===== src/rtl/mem_port_arbiter_if.sv =====
// Bundle of the two requester ports, the memory port and the arbiter status.
// slave: the arbiter's view. master: the environment (caches + RAM model).
// Pure wiring; no state and no latency of its own.
interface mem_port_arbiter_if #(
    parameter int XLEN = 32
);
    logic            req0;
    logic            we0;
    logic [XLEN-1:0] addr0;
    logic [XLEN-1:0] wdata0;
    logic [XLEN-1:0] rdata0;
    logic            ack0;

    logic            req1;
    logic            we1;
    logic [XLEN-1:0] addr1;
    logic [XLEN-1:0] wdata1;
    logic [XLEN-1:0] rdata1;
    logic            ack1;

    logic            mem_req;
    logic            mem_we;
    logic [XLEN-1:0] mem_addr;
    logic [XLEN-1:0] mem_wd;
    logic [XLEN-1:0] mem_rd;
    logic            mem_ready;

    logic            busy;
    logic            gnt;
    logic            err;

    modport slave (
        input  req0, we0, addr0, wdata0,
        output rdata0, ack0,
        input  req1, we1, addr1, wdata1,
        output rdata1, ack1,
        output mem_req, mem_we, mem_addr, mem_wd,
        input  mem_rd, mem_ready,
        output busy, gnt, err
    );

    modport master (
        output req0, we0, addr0, wdata0,
        input  rdata0, ack0,
        output req1, we1, addr1, wdata1,
        input  rdata1, ack1,
        input  mem_req, mem_we, mem_addr, mem_wd,
        output mem_rd, mem_ready,
        input  busy, gnt, err
    );
endinterface


===== src/rtl/mem_port_arbiter.sv =====
// Shares one memory port between the data cache (0) and instruction fetch (1).
// Latency: req -> mem_req next cycle; mem_ready -> ack one cycle later; one idle cycle between grants.
// Backpressure: requesters hold req until ack; memory stalls freely via mem_ready.
// Optional MEM_ARB_RR_EN: round-robin between requesters instead of fixed priority to requester 0.
module mem_port_arbiter #(
    parameter int XLEN    = 32,
    parameter int TIMEOUT = 64
) (
    input logic             clk,
    input logic             rst,
    mem_port_arbiter_if.slave bus
);
    typedef enum logic [1:0] {
        IDLE = 2'd0,
        BUSY = 2'd1,
        DONE = 2'd2
    } state_t;

    localparam int              CW        = (TIMEOUT > 1) ? $clog2(TIMEOUT + 1) : 1;
    localparam logic [CW-1:0]   TMAX      = CW'(TIMEOUT);
    localparam logic [XLEN-1:0] ADDR_MASK = ~XLEN'(3);

    state_t          state;
    state_t          state_nxt;
    logic            any_req;
    logic            win;
    logic [CW-1:0]   wait_cnt;
    logic [CW-1:0]   wait_inc;
    logic            lat_we;
    logic [XLEN-1:0] lat_addr;
    logic [XLEN-1:0] lat_wd;
    logic            gnt_q;
    logic            ack0_q;
    logic            ack1_q;
    logic            err_q;
    logic [XLEN-1:0] rdata0_q;
    logic [XLEN-1:0] rdata1_q;

    assign any_req  = bus.req0 | bus.req1;
    assign wait_inc = wait_cnt + 1'b1;

`ifdef MEM_ARB_RR_EN
    logic ptr;

    // Pointer names the requester that wins a tie; it moves on after each completed grant.
    always_ff @(posedge clk) begin
        if (rst) begin
            ptr <= 1'b0;
        end else if (state == DONE) begin
            ptr <= ~ptr;
        end
    end

    // Tie goes to the pointer; a lone requester always wins.
    always_comb begin
        win = 1'b0;
        if (bus.req0 && bus.req1) begin
            win = ptr;
        end else begin
            win = ~bus.req0;
        end
    end
`else
    // Requester 0 wins whenever it asks.
    always_comb begin
        win = ~bus.req0;
    end
`endif

    // State register.
    always_ff @(posedge clk) begin
        if (rst) begin
            state <= IDLE;
        end else begin
            state <= state_nxt;
        end
    end

    // Next state: grant from IDLE, wait for mem_ready in BUSY, single-cycle DONE.
    always_comb begin
        state_nxt = state;
        case (state)
            IDLE:    if (any_req) state_nxt = BUSY;
            BUSY:    if (bus.mem_ready) state_nxt = DONE;
            DONE:    state_nxt = IDLE;
            default: state_nxt = IDLE;
        endcase
    end

    // Transaction latch, read-data capture, ack pulses and watchdog.
    always_ff @(posedge clk) begin
        if (rst) begin
            lat_we   <= 1'b0;
            lat_addr <= '0;
            lat_wd   <= '0;
            gnt_q    <= 1'b0;
            ack0_q   <= 1'b0;
            ack1_q   <= 1'b0;
            err_q    <= 1'b0;
            wait_cnt <= '0;
            rdata0_q <= '0;
            rdata1_q <= '0;
        end else begin
            ack0_q <= 1'b0;
            ack1_q <= 1'b0;
            case (state)
                IDLE: begin
                    if (any_req) begin
                        lat_we   <= win ? bus.we1 : bus.we0;
                        lat_addr <= (win ? bus.addr1 : bus.addr0) & ADDR_MASK;
                        lat_wd   <= win ? bus.wdata1 : bus.wdata0;
                        gnt_q    <= win;
                        wait_cnt <= '0;
                    end
                end
                BUSY: begin
                    // Saturates at TIMEOUT; with TIMEOUT=0 it never moves, so err never sets.
                    if (wait_cnt != TMAX) begin
                        wait_cnt <= wait_inc;
                        if (wait_inc == TMAX) err_q <= 1'b1;
                    end
                    if (bus.mem_ready) begin
                        if (!lat_we) begin
                            if (gnt_q) rdata1_q <= bus.mem_rd;
                            else       rdata0_q <= bus.mem_rd;
                        end
                        ack0_q <= ~gnt_q;
                        ack1_q <= gnt_q;
                    end
                end
                default: ;
            endcase
        end
    end

    // Every output comes straight from a flop (mem_req/busy decode the state register).
    assign bus.mem_req  = (state == BUSY);
    assign bus.busy     = (state != IDLE);
    assign bus.mem_we   = lat_we;
    assign bus.mem_addr = lat_addr;
    assign bus.mem_wd   = lat_wd;
    assign bus.gnt      = gnt_q;
    assign bus.ack0     = ack0_q;
    assign bus.ack1     = ack1_q;
    assign bus.err      = err_q;
    assign bus.rdata0   = rdata0_q;
    assign bus.rdata1   = rdata1_q;
endmodule


===== src/flat_wrapper.sv =====
// flat-port wrapper written by rule: the top's interface ports become plain ports
module mem_port_arbiter_flat 
#(
    parameter int XLEN    = 32,
    parameter int TIMEOUT = 64
)
  (clk, rst, bus_req0, bus_we0, bus_addr0, bus_wdata0, bus_rdata0, bus_ack0, bus_req1, bus_we1, bus_addr1, bus_wdata1, bus_rdata1, bus_ack1, bus_mem_req, bus_mem_we, bus_mem_addr, bus_mem_wd, bus_mem_rd, bus_mem_ready, bus_busy, bus_gnt, bus_err);
  mem_port_arbiter_if #(.XLEN(XLEN)) bus_i ();
  input logic clk;
  input logic rst;
  input wire logic [$bits(bus_i.req0)-1:0] bus_req0;
  input wire logic [$bits(bus_i.we0)-1:0] bus_we0;
  input wire logic [$bits(bus_i.addr0)-1:0] bus_addr0;
  input wire logic [$bits(bus_i.wdata0)-1:0] bus_wdata0;
  output wire logic [$bits(bus_i.rdata0)-1:0] bus_rdata0;
  output wire logic [$bits(bus_i.ack0)-1:0] bus_ack0;
  input wire logic [$bits(bus_i.req1)-1:0] bus_req1;
  input wire logic [$bits(bus_i.we1)-1:0] bus_we1;
  input wire logic [$bits(bus_i.addr1)-1:0] bus_addr1;
  input wire logic [$bits(bus_i.wdata1)-1:0] bus_wdata1;
  output wire logic [$bits(bus_i.rdata1)-1:0] bus_rdata1;
  output wire logic [$bits(bus_i.ack1)-1:0] bus_ack1;
  output wire logic [$bits(bus_i.mem_req)-1:0] bus_mem_req;
  output wire logic [$bits(bus_i.mem_we)-1:0] bus_mem_we;
  output wire logic [$bits(bus_i.mem_addr)-1:0] bus_mem_addr;
  output wire logic [$bits(bus_i.mem_wd)-1:0] bus_mem_wd;
  input wire logic [$bits(bus_i.mem_rd)-1:0] bus_mem_rd;
  input wire logic [$bits(bus_i.mem_ready)-1:0] bus_mem_ready;
  output wire logic [$bits(bus_i.busy)-1:0] bus_busy;
  output wire logic [$bits(bus_i.gnt)-1:0] bus_gnt;
  output wire logic [$bits(bus_i.err)-1:0] bus_err;
  assign bus_i.req0 = bus_req0;
  assign bus_i.we0 = bus_we0;
  assign bus_i.addr0 = bus_addr0;
  assign bus_i.wdata0 = bus_wdata0;
  assign bus_rdata0 = bus_i.rdata0;
  assign bus_ack0 = bus_i.ack0;
  assign bus_i.req1 = bus_req1;
  assign bus_i.we1 = bus_we1;
  assign bus_i.addr1 = bus_addr1;
  assign bus_i.wdata1 = bus_wdata1;
  assign bus_rdata1 = bus_i.rdata1;
  assign bus_ack1 = bus_i.ack1;
  assign bus_mem_req = bus_i.mem_req;
  assign bus_mem_we = bus_i.mem_we;
  assign bus_mem_addr = bus_i.mem_addr;
  assign bus_mem_wd = bus_i.mem_wd;
  assign bus_i.mem_rd = bus_mem_rd;
  assign bus_i.mem_ready = bus_mem_ready;
  assign bus_busy = bus_i.busy;
  assign bus_gnt = bus_i.gnt;
  assign bus_err = bus_i.err;
  mem_port_arbiter #(.XLEN(XLEN), .TIMEOUT(TIMEOUT)) u_core (.clk(clk), .rst(rst), .bus(bus_i));
endmodule

===== config.mk =====
export PLATFORM = sky130hd
export DESIGN_NAME = mem_port_arbiter_flat
export DESIGN_NICKNAME = d
export VERILOG_FILES = /design/src/rtl/mem_port_arbiter_if.sv /design/src/rtl/mem_port_arbiter.sv /design/src/flat_wrapper.sv
export SDC_FILE = /design/constraint.sdc
export NUM_CORES = 1
export LEC_CHECK = 0
export CELL_PAD_IN_SITES_DETAIL_PLACEMENT = 0
export CELL_PAD_IN_SITES_GLOBAL_PLACEMENT = 1
export CORE_ASPECT_RATIO = 1.1
export CORE_UTILIZATION = 25
export CTS_CLUSTER_SIZE = 20
export DETAILED_ROUTE_END_ITERATION = 10
export GPL_ROUTABILITY_DRIVEN = 0
export HOLD_SLACK_MARGIN = 0.1
export PLACE_DENSITY = 0.85
export SETUP_SLACK_MARGIN = 0.05
export SLEW_MARGIN = 20
export SYNTH_ARGS = -nofsm -noshare
export SYNTH_HDL_FRONTEND = slang
export SYNTH_SLANG_ARGS = --single-unit
export TNS_END_PERCENT = 20

===== constraint.sdc =====
create_clock -name clk -period 1.38 [get_ports clk]
set_input_delay 0.276 -clock clk [delete_from_list [all_inputs] [get_ports clk]]
set_output_delay 0.276 -clock clk [all_outputs]
set_load 0.05 [all_outputs]

Word level (Yosys, flattened, before mapping)
Cells that the tools add are included.
- add/sub/neg operators: 1
- eq/ne operators: 6
- mux-type cells: 9
- bitwise gates (word level): 6
- reductions and logical operators: 10
- operators with widths (operator ; number):
    two-way mux 32 bit ; 2
    two-way mux 7 bit ; 2
    one-hot mux 7 bit (2 select lines) ; 1
    AND reduction 4 bit ; 2
    adder 7 x 1 -> 7 bit, second input constant ; 1
    equality test 7 bit, second input constant ; 1
    != test 7 bit, second input constant ; 1
    != test 2 x 1 -> 1 bit, second input constant ; 3
    AND reduction 3 bit ; 2
    inverter 1 bit ; 5
    two-way mux 2 bit ; 2
    one-hot mux 2 bit (2 select lines) ; 1
    AND reduction 2 bit ; 2
    nonzero test 2 bit ; 2
    OR reduction 3 bit ; 1
    equality test 2 x 1 -> 1 bit, second input constant ; 1
    logical NOT 2 bit ; 1
    two-way mux 1 bit ; 1
    bitwise OR 1 bit ; 1
- output and inout port bits: 135
- register bits: 140
- bits of input ports: 167

Depth between registers and ports, before layout
Gate-level depths: netlist of the first run.
- word-level depth: 3
- mapped depth: 7
- depth with buffers taken out: 6

Worst setup path after synthesis of the first run
Ideal clock, no wire load.
- path kind: flip-flop to flip-flop
- start point: register u_core.gnt_q, in the netlist u_core.bus.gnt
- end point: register u_core.rdata1_q[10], in the netlist u_core.bus.rdata1[10]
- data arrival time: 1.479 ns
- stages on the path, launching flop included: 6
- clock period less this slack: 1.611 ns
- path buffers: 2
- setup slack: -0.231 ns
- cell sequence: dfxtp_1 > or3b_1 > buf_2 > buf_6 > nand2_1 > a21oi_1
- cells in the longest elaborated chain, start to end: 1
- ends and longest elaborated chain (element ; RTL line ; source):
    start: declaration ; mem_port_arbiter.sv:32 ; logic gnt_q;
    start signal: assignment ; mem_port_arbiter.sv:112 ; gnt_q <= win;
    AND reduction 4 bit (no line) ; -- ;
    end signal: assignment ; mem_port_arbiter.sv:124 ; if (gnt_q) rdata1_q <= bus.mem_rd;
    end: declaration ; mem_port_arbiter.sv:37 ; logic [XLEN-1:0] rdata1_q;
No other way between the ends.
A chain may end at the register's enable or synchronous reset.

Final worst setup path of the first run
- start point: register u_core.wait_cnt[0]
- end point: register u_core.err_q, in the netlist u_core.bus.err
- cells in the longest elaborated chain, start to end: 3
- ends and longest elaborated chain (element ; RTL line ; source):
    start: declaration ; mem_port_arbiter.sv:27 ; logic [CW-1:0] wait_cnt;
    start signal: assignment ; mem_port_arbiter.sv:119 ; wait_cnt <= wait_inc;
    adder 7 x 1 -> 7 bit ; mem_port_arbiter.sv:40 ; assign wait_inc = wait_cnt + 1'b1;
    equality test 7 bit ; mem_port_arbiter.sv:120 ; if (wait_inc == TMAX) err_q <= 1'b1;
    AND reduction 3 bit (no line) (*) ; -- ;
    end signal: assignment ; mem_port_arbiter.sv:99 ; err_q <= 1'b0;
    end signal: assignment ; mem_port_arbiter.sv:120 ;
    end: declaration ; mem_port_arbiter.sv:35 ; logic err_q;
Every way passes the cells marked *; elsewhere a longest branch is shown, timed or not.

==> results of run 1 <==
## state kept, by name, summed over array words and instances (netlist names)
signal / cells
u_core.bus.ack0: 1
u_core.bus.rdata0: 32
u_core.bus.err: 1
u_core.bus.ack1: 1
u_core.bus.mem_addr: 30
u_core.wait_cnt: 7
u_core.state: 2
u_core.bus.mem_we: 1
u_core.bus.mem_wd: 32
u_core.bus.gnt: 1
u_core.bus.rdata1: 32
## how the worst min path moves through the flow
| stage | start | end | slack [ns] | cells past startpoint |
|---|---|---|---|---|
| floorplan | bus_mem_rd[0] | u_core.bus.rdata1[0] | 0.41 | 2 |
| global placement | u_core.bus.rdata1[14] | u_core.bus.rdata1[14] | 0.47 | 2 |
| detailed placement | u_core.bus.rdata1[17] | u_core.bus.rdata1[17] | 0.48 | 2 |
| CTS | bus_req0 | u_core.bus.gnt | 0.17 | 2 |
| global route | bus_req0 | u_core.bus.gnt | 0.17 | 2 |
| finish | bus_req0 | u_core.bus.gnt | 0.17 | 2 |
## per-stage QoR
step | power, mW | hold slack (ns)
CTS | 13.4 | 0.170
detailed placement | 8.35 | 0.482
global route | 14.1 | 0.174
finish | 13.5 | 0.174
floorplan | 6.26 | 0.412
global placement | 8.31 | 0.474
## timing repair
action / in CTS / in global routing
resized for setup: 78 / 94
setup endpoints to repair: 124 / 138
setup buffers: 18 / 14
pin swaps: 55 / 35
gates cloned: 12 / 4
## area by class of cell
cell class              instances  area, um2  area share (%)
clock buffers                  17        425            3.42
repair buffers                392       5530            44.4
flip-flops and latches        140       2820            22.7
clock inverters                15        150            1.21
well taps                     295        369            2.96
inverters                       5       21.3           0.171
multi-input cells             447       3140            25.2
## kinds of logic (layout without fill, tap and decap cells)
kind of cell | count (synthesis) | count (layout)
simple gates | 227 | 227
compound gates | 149 | 151
flops | 140 | 140
mux | 63 | 63
buf+inv | 61 | 429
fa+ha+maj | 3 | 3
other cells | 1 | 2
xor+xnor | 1 | 1
## power groups by stage
stage                     Combinational, mW  Sequential, mW  Clock, mW
final                                  4.37            4.64       4.52
after global routing                   4.57            4.67       4.83
after CTS                              4.14            4.63       4.67
after detailed placement               3.64            4.72          0
after global placement                 3.61            4.70          0
after floorplan                       0.786            5.47          0
## critical path: cells and delay by family (launching register included)
family                 cells  cell delay (ns)
flip-flops                 1             0.40
AO/OA/AOI/OAI              2             0.49
buffers and inverters      1             0.12
AND/OR/NAND/NOR            2             0.43
## layer usage
layer,GRT usage [%],up-vias,part of all wire (%)
met5,0,-,0.061
met3,5.31,30,7.5
met2,31.3,262,51
li1,-,2954,-
met1,19.2,2811,39
met4,5.82,2,1.8
## synthesized netlist by cell type, types with 2 or more instances
| library cell | instances | area, um2 |
|---|---|---|
| dfxtp_1 | 140 | 2800 |
| nand2_1 | 135 | 507 |
| a21oi_1 | 70 | 350 |
| nor2_1 | 65 | 244 |
| a211oi_1 | 64 | 480 |
| mux2i_1 | 63 | 631 |
| buf_2 | 29 | 145 |
| clkbuf_1 | 20 | 75.1 |
| nand3_1 | 6 | 30.0 |
| a311oi_1 | 5 | 43.8 |
| inv_1 | 5 | 18.8 |
| buf_6 | 4 | 45.0 |
| buf_4 | 3 | 22.5 |
| ha_1 | 3 | 37.5 |
| nand2b_1 | 3 | 18.8 |
| nor4_1 | 2 | 12.5 |
| o21a_1 | 2 | 15.0 |
| or3_1 | 2 | 12.5 |
==> impl_results.md, run 1 <==
- CTS root buf: clkbuf_16
- DIE AREA: 23,500 um2
- CP Data Arrival Time: 1.86 ns
- Nature of the critical path startpoint: flip-flop
- Synthesized cell area: 5720 um2
- Compound-gate portion of the synthesized area: 16.9%
- Placed Cells: 1,234
- Synthesized area per cell: 8.87 um2
- Hold WC Path Type: in -> reg
- Tot GR Track Use: 17.3%
- Setup WS pre-CTS: -0.423 ns
- Filler Cells Inserted: 1,863
- Die W: 146 um
- CP required: 1.66 ns
- Switching Fraction: 32.1%
- CTS clk-pin slew, worst paths: 0.07 ns
- Register area share after synthesis: 49.0%
- Clock sink total: 140
- Gate power share: 32.3%
- Critical-path cell list: buf_4 -> nand3_1 -> or2_1 -> a311oi_2 -> o32ai_2
- Reg2reg start: u_core.wait_cnt[0]
- Yosys cell types: 42
- Largest family of logic cells by synthesized area: compound AO/OA/AOI/OAI gates
- Final Hold Viols: 0
- Final ANT Viol Nets: 0
- Total grt overflow: 0
- F_max: 636 MHz
- Run status: finished, violations left
- Hold Buf Count CTS: 0
- Post-Synth Adder-Cell Area: 0.656%
- Max VDD drop: 0.692 mV
- Post-synthesis simple-gate area fraction: 16.8%
- DPL Wire Length: 14,100 um
- Fin cells: 1,311
- DRT Pass-1 Iters: 4
- Slew Viols, Final: 0
- Clock Latency Late Sink: 0.42 ns
- Worst Setup End Kind: flip-flop
- Setup TNS: -5.55 ns
- Multiplexer share of the synthesized area: 11.0%
- Rows: 57
- Psw: 4.34 mW
- Most common cell after layout, fill and taps aside: clkdlybuf4s50_1
- Setup ws final: -0.192 ns
- Ys flop type: dfxtp_1
- Vias per inst: 4.62
- Mapped Cells: 645
- H-Tree Depth: 4
- Synth Area in XOR/XNOR: 0.153%
- Post-synth EDFFs: 0
- CTS tree: built
- Final setup viols: 70
- Total detailed-routing wirelength: 21,200 um
- Seq pwr share: 34.3%
- Fin crit share: 114%
- CP Class: reg -> reg
- Flop-to-flop setup slack: -0.19 ns
- Via count: 6,059
- Initial antenna violation count: 1
- Core area: 22,300 um2
- Initial core utilization: 25.7%
- Largest net degree at the start of global routing: 63
- Fin util: 56.0%
- PD cells: 1090 nW/um2
- Failing checks: negative setup slack
- Max incr delay on CP: 0.40 ns
- Clock Path Buffers: 2
- 1st-iter DRT viols: 189
- P_leak: 4.79 nW
- Min Tclk post-route: 1.57 ns
- IO Port Bufs: 295
- Internal: 9.18 mW
- FFs w/ async S/R, synth: 0%
- Antenna cell count: 0
- # DRC: 0
- Setup crit start: u_core.wait_cnt[0]
- Final Cell Area: 12,500 um2
- RSZ-0062 raised after global routing: yes
- R2R cell count: 5
- Die Y: 161 um
- Cell Area, Placed: 10,600 um2
- Final nets: 1,173
- Slowest CP cell: dfxtp_4
- Area Growth Syn to Fin: 118%
- Crit path capture: u_core.bus.err
- Crit-path max FO: 4
- Fraction of layout cells with a size suffix above 1: 38.6%
- First-pass GRT wire length: 31,900 um
- Vias in the first global route: 6,039
- WL/cell: 16.2 um
- Synth warn: 0
- Clock power frac: 33.4%
- Clock buffer count from CTS: 17
- Ports: 302
- R2r endpoint: u_core.bus.err
- Register bit total from synthesis: 140
- Final Skew: 0.0139 ns
- Most frequent cells in the layout: 159 x clkdlybuf4s50_1, 151 x buf_12, 134 x dfxtp_1, 109 x nand2_1, 63 x mux2i_1
- Max capacitance violation total: 0
No activity file was read; power rests on OpenSTA's default activity.
==> run 2: changes to the inputs <==
--- a/config.mk
+++ b/config.mk
@@ -5,6 +5,7 @@
 export SDC_FILE = /design/constraint.sdc
 export NUM_CORES = 1
 export LEC_CHECK = 0
+export ABC_AREA = 1
 export CELL_PAD_IN_SITES_DETAIL_PLACEMENT = 0
 export CELL_PAD_IN_SITES_GLOBAL_PLACEMENT = 1
 export CORE_ASPECT_RATIO = 1.1
@@ -13,7 +14,7 @@
 export DETAILED_ROUTE_END_ITERATION = 10
 export GPL_ROUTABILITY_DRIVEN = 0
 export HOLD_SLACK_MARGIN = 0.1
-export PLACE_DENSITY = 0.85
+export PLACE_DENSITY = 0.86
 export SETUP_SLACK_MARGIN = 0.05
 export SLEW_MARGIN = 20
 export SYNTH_ARGS = -nofsm -noshare
==> impl_results.md, run 2 <==
- R2R cell count: 6
- Final Skew: 0.0124 ns
- F_max: 647 MHz
- Hold WC Path Type: in -> reg
- Failing checks: negative setup slack
- Most frequent cell after synthesis: nand2_1
- # DRC: 0
- Nature of the critical path startpoint: flip-flop
- DPL Wire Length: 14,500 um
- Area share of the largest cell type after synthesis: 47.8%
- First-pass GRT wire length: 31,900 um
- Register bit total from synthesis: 140
- Ports: 302
- Fraction of layout cells with a size suffix above 1: 27.2%
- Via count: 6,082
- Vias in the first global route: 6,067
- Slew Viols, Final: 0
- FFs w/ async S/R, synth: 0%
- Top post-synthesis cells by area: dfxtp_1 48%, nand2_1 18%, a311oi_1 7.2%, nor2_1 4.9%, a21oi_1 4.9%
- Antenna cell count: 0
- Largest net degree at the start of global routing: 52
- Synth warn: 0
- Final setup viols: 54
- Setup TNS: -3.94 ns
- Worst hold path depth: 2
- CTS clk-pin slew, worst paths: 0.06 ns
- Mapped Cells: 737
- Setup ws final: -0.166 ns
- IO Port Bufs: 295
- Die Y: 163 um
- Vias per inst: 4.50
- R2r endpoint: u_core.bus.mem_wd[16]
- Max VDD drop: 0.689 mV
- Die W: 148 um
- Clock Path Buffers: 2
- Area Growth Syn to Fin: 93.8%
- CP Class: reg -> out
- P_leak: 4.33 nW
- DIE AREA: 24,100 um2
- Initial antenna violation count: 0
- Clock Latency Late Sink: 0.42 ns
- Cell Area, Placed: 10,600 um2
- Flop-to-flop setup slack: -0.13 ns
- Most common cell after layout, fill and taps aside: nand2_1
- Core area: 22,900 um2
- Worst Setup End Kind: output port
- Rows: 58
- CP required: 1.10 ns
- PD cells: 1140 nW/um2
- Synthesized area per cell: 7.96 um2
- Clock sink total: 140
- CTS root buf: clkbuf_16
- Synthesized cell area: 5870 um2
- Fin crit share: 112%
- Setup WS pre-CTS: -0.420 ns
- Clock buffer count from CTS: 17
- Final Hold Viols: 0
- Reg2reg start: u_core.state[0]
- Total grt overflow: 0
- Fin util: 49.6%
- Tot GR Track Use: 16.8%
- Post-synth EDFFs: 0
- RSZ-0062 raised after global routing: yes
- Most frequent cells in the layout: 263 x nand2_1, 160 x clkdlybuf4s50_1, 144 x buf_12, 134 x dfxtp_1, 75 x nor2_1
- Most frequent cells after synthesis: 279 x nand2_1, 140 x dfxtp_1, 77 x nor2_1
- Final ANT Viol Nets: 0
- Yosys cell types: 27
- Final nets: 1,208
- CTS tree: built
- H-Tree Depth: 4
- 1st-iter DRT viols: 179
- DRT Pass-1 Iters: 4
- Hold wc startpoint: rst
- Crit-path max FO: 2
- Max capacitance violation total: 0
- Area leader, netlist: dfxtp_1
- WL/cell: 14.7 um
- Hold EP: u_core.state[1]
- Run status: finished, violations left
- Min Tclk post-route: 1.55 ns
- Ys flop type: dfxtp_1
- Final Cell Area: 11,400 um2
- Register area share after synthesis: 47.8%
- Total detailed-routing wirelength: 19,800 um
- CP Data Arrival Time: 1.27 ns
- Initial core utilization: 25.6%
run 2: how the worst max path moves through the flow:
stage	start	to	slack, ns	cells past startpoint
global route	u_core.state[0]	bus_busy	-0.21	3
CTS	u_core.state[0]	bus_busy	-0.19	3
floorplan	u_core.state[0]	u_core.bus.rdata1[12]	-0.24	8
global placement	bus_mem_ready	u_core.bus.rdata0[17]	-0.36	6
finish	u_core.state[0]	bus_busy	-0.17	3
detailed placement	bus_mem_ready	u_core.bus.rdata0[11]	-0.42	6
run 2: cell families after synthesis:
logic type,after synthesis,synth area share [%]
AO/OA/AOI/OAI,138,18.5
AND/OR/NAND/NOR,378,25.4
buffers and inverters,77,7.61
other,1,0.0639
flip-flops,140,47.8
adder cells (fa/ha/maj),3,0.640
run 2: metal layers:
metal  global-route usage, %  vias to the layer above  routed length, um
met5                       0                        -                  0
met4                    6.79                        0                368
met3                    5.85                       22               1670
met2                    28.8                      237               9590
met1                    19.0                     2776               8200
li1                        -                     3047                  -
run 2: what timing repair did:
action                                  4_1_cts  5_1_grt
gates cloned                                  1        0
hold buffers                                  0        0
buffers inserted                              1        0
pin swaps                                    12       19
endpoints found under the setup margin      103      142
gates resized for setup                      33        6
run 2: worst max-delay path: stages, from the launching register on:
cell and delay [ns]:
dfxtp_2 0.32, or2_4 0.26, buf_6 0.12, buf_12 0.14
run 2: layout make-up:
| class | count | area, um2 |
|---|---|---|
| fillers | 2106 | 11600 |
| well taps | 300 | 375 |
| multi-input cells | 521 | 2720 |
| flip-flops and latches | 140 | 2810 |
| clock buffers | 17 | 425 |
| clock inverters | 15 | 166 |
| repair buffers | 339 | 4800 |
| inverters | 19 | 73.8 |
run 2: where the power goes:
part / switching, mW / leakage [nW] / internal (mW)
Clock: 1.94 / 0.291 / 2.70
Combinational: 1.87 / 2.89 / 1.89
Sequential: 0.296 / 1.15 / 4.33
run 2: per-stage QoR:
step	hold WS (ns)	std cells	power, mW
floorplan	0.423	738	6.34
global placement	0.475	1317	8.39
detailed placement	0.480	1317	8.42
CTS	0.263	1351	13.2
global route	0.289	1351	13.6
finish	0.287	1351	13.0
==> run 3: changes to the inputs <==
--- a/config.mk
+++ b/config.mk
@@ -6,6 +6,7 @@
 export NUM_CORES = 1
 export LEC_CHECK = 0
 export ABC_AREA = 1
+export CAP_MARGIN = 5
 export CELL_PAD_IN_SITES_DETAIL_PLACEMENT = 0
 export CELL_PAD_IN_SITES_GLOBAL_PLACEMENT = 1
 export CORE_ASPECT_RATIO = 1.1
==> constraint.sdc (replaced) <==
create_clock -name clk -period 1.38 [get_ports clk]
set_input_delay 0.276 -clock clk [delete_from_list [all_inputs] [get_ports clk]]
set_output_delay 0.276 -clock clk [all_outputs]
set_load 0.005 [all_outputs]
==> impl_results.md, run 3 (same netlist as run 2, synthesis figures left out) <==
- Run status: finished, violations left
- Failing checks: negative setup slack
- R2r endpoint: u_core.bus.mem_wd[12]
- Most frequent cells in the layout: 233 x nand2_1, 160 x clkdlybuf4s50_1, 119 x dfxtp_1, 97 x dlygate4sd2_1, 76 x nor2_1
- Slew Viols, Final: 0
- Most common cell after layout, fill and taps aside: nand2_1
- Die Y: 163 um
- PD cells: 1070 nW/um2
- CP Class: reg -> reg
- CP required: 1.70 ns
- Initial antenna violation count: 0
- F_max: 700 MHz
- # DRC: 0
- Vias per inst: 4.49
- Final nets: 1,212
- Hold WC Path Type: in -> reg
- Worst Setup End Kind: flip-flop
- Nature of the critical path startpoint: flip-flop
- Fin crit share: 103%
- GR peak layer: met2
- Antenna cell count: 0
- Clock buffer count from CTS: 17
- CTS root buf: clkbuf_16
- Setup ws final: -0.0482 ns
- CTS tree: built
- IO Port Bufs: 295
- GR met2 Demand/Resource: 27.4%
- Total detailed-routing wirelength: 20,500 um
- Vias in the first global route: 5,905
- DIE AREA: 24,100 um2
- Ports: 302
- Max VDD drop: 0.610 mV
- Cell Area, Placed: 9280 um2
- Final Cell Area: 10,200 um2
- RSZ-0062 raised after global routing: yes
- CP Data Arrival Time: 1.75 ns
- Met1 Resource Use GR: 18.6%
- First-pass GRT wire length: 30,400 um
- Max capacitance violation total: 0
- R2R cell count: 6
- Clock Latency Late Sink: 0.41 ns
- Initial core utilization: 25.6%
- Min Tclk post-route: 1.43 ns
- Total grt overflow: 0
- Met3 GRT Util: 6.50%
- WL/cell: 15.1 um
- Die W: 148 um
- Tot Pwr: 10.9 mW
- Final ANT Viol Nets: 0
- Final Hold Viols: 0
- Rows: 58
- Core area: 22,900 um2
- Tot GR Track Use: 16.2%
- Final setup viols: 23
- DPL Wire Length: 13,900 um
- Clock Path Buffers: 2
- Largest net degree at the start of global routing: 53
- Crit path capture: u_core.bus.mem_wd[12]
- P_leak: 4.21 nW
- Final Skew: 0.00875 ns
- Area Growth Syn to Fin: 73.4%
- Flop-to-flop setup slack: -0.05 ns
- Crit-path max FO: 21
- CTS clk-pin slew, worst paths: 0.07 ns
- 1st-iter DRT viols: 251
- H-Tree Depth: 4
- DRT Pass-1 Iters: 4
- Clock sink total: 140
- Fraction of layout cells with a size suffix above 1: 22.2%
- Via count: 6,080
- Setup crit start: u_core.state[1]
- Reg2reg start: u_core.state[1]
==> run 3: stage by stage <==
stage | setup TNS (ns) | worst slack (ns) | cells | hold WS [ns] | util [%]
CTS | -1.65 | -0.194 | 1346 | 0.319 | 42.4
global route | -6.77 | -0.154 | 1355 | 0.352 | 44.4
floorplan | -0.00769 | -0.00154 | 738 | 0.423 | -
detailed placement | -37.69 | -0.369 | 1314 | 0.452 | 40.5
finish | -0.283 | -0.0482 | 1355 | 0.342 | 44.4
global placement | -35.44 | -0.367 | 1314 | 0.442 | 40.5
==> run 3: critical path, cell delays in order, from the launching register on <==
cell and delay (ns):
dfxtp_2 0.34, or2_4 0.25, nor2_4 0.13, buf_12 0.17, buf_12 0.17, nor2_1 0.06
a311oi_1 0.21
==> run 3: final cells by class <==
cell class | count | area [um2]
well taps | 300 | 375
multi-input cells | 521 | 2930
flip-flops and latches | 140 | 2830
fillers | 2308 | 12800
repair buffers | 343 | 3400
clock inverters | 13 | 120
clock buffers | 19 | 433
inverters | 19 | 86.3
==> run 3: repair_timing <==
action                                  CTS  global route
pin swaps                                29            21
cloned                                    0             7
buffers inserted                          0             2
hold buffers                              0             0
endpoints found under the setup margin  264           175
resized for setup                       188           119
==> run 3: worst min-delay path by stage <==
stage	start	to	slack, ns	cells after the start
6_report	rst	u_core.wait_cnt[2]	0.34	3
3_5_place_dp	u_core.bus.err	u_core.bus.err	0.45	2
4_1_cts	rst	u_core.bus.rdata1[9]	0.32	3
5_1_grt	rst	u_core.wait_cnt[2]	0.35	3
2_1_floorplan	bus_mem_rd[10]	u_core.bus.rdata0[10]	0.42	2
3_3_place_gp	u_core.bus.err	u_core.bus.err	0.44	2
==> run 3: report_power, final <==
group | leakage (nW) | internal [mW] | switching, mW
sequential | 1.15 | 4.33 | 0.147
combinational | 2.79 | 1.14 | 0.955
clock | 0.264 | 2.49 | 1.85
total | 4.21 | 7.96 | 2.96
==> run 3: routing by layer <==
layer	wire length, um	part of all wire (%)	vias to the layer above
met5	0	0	-
met4	276	1.3	0
met3	1930	9.4	18
met2	9820	48	252
met1	8450	41	2752
li1	-	-	3058
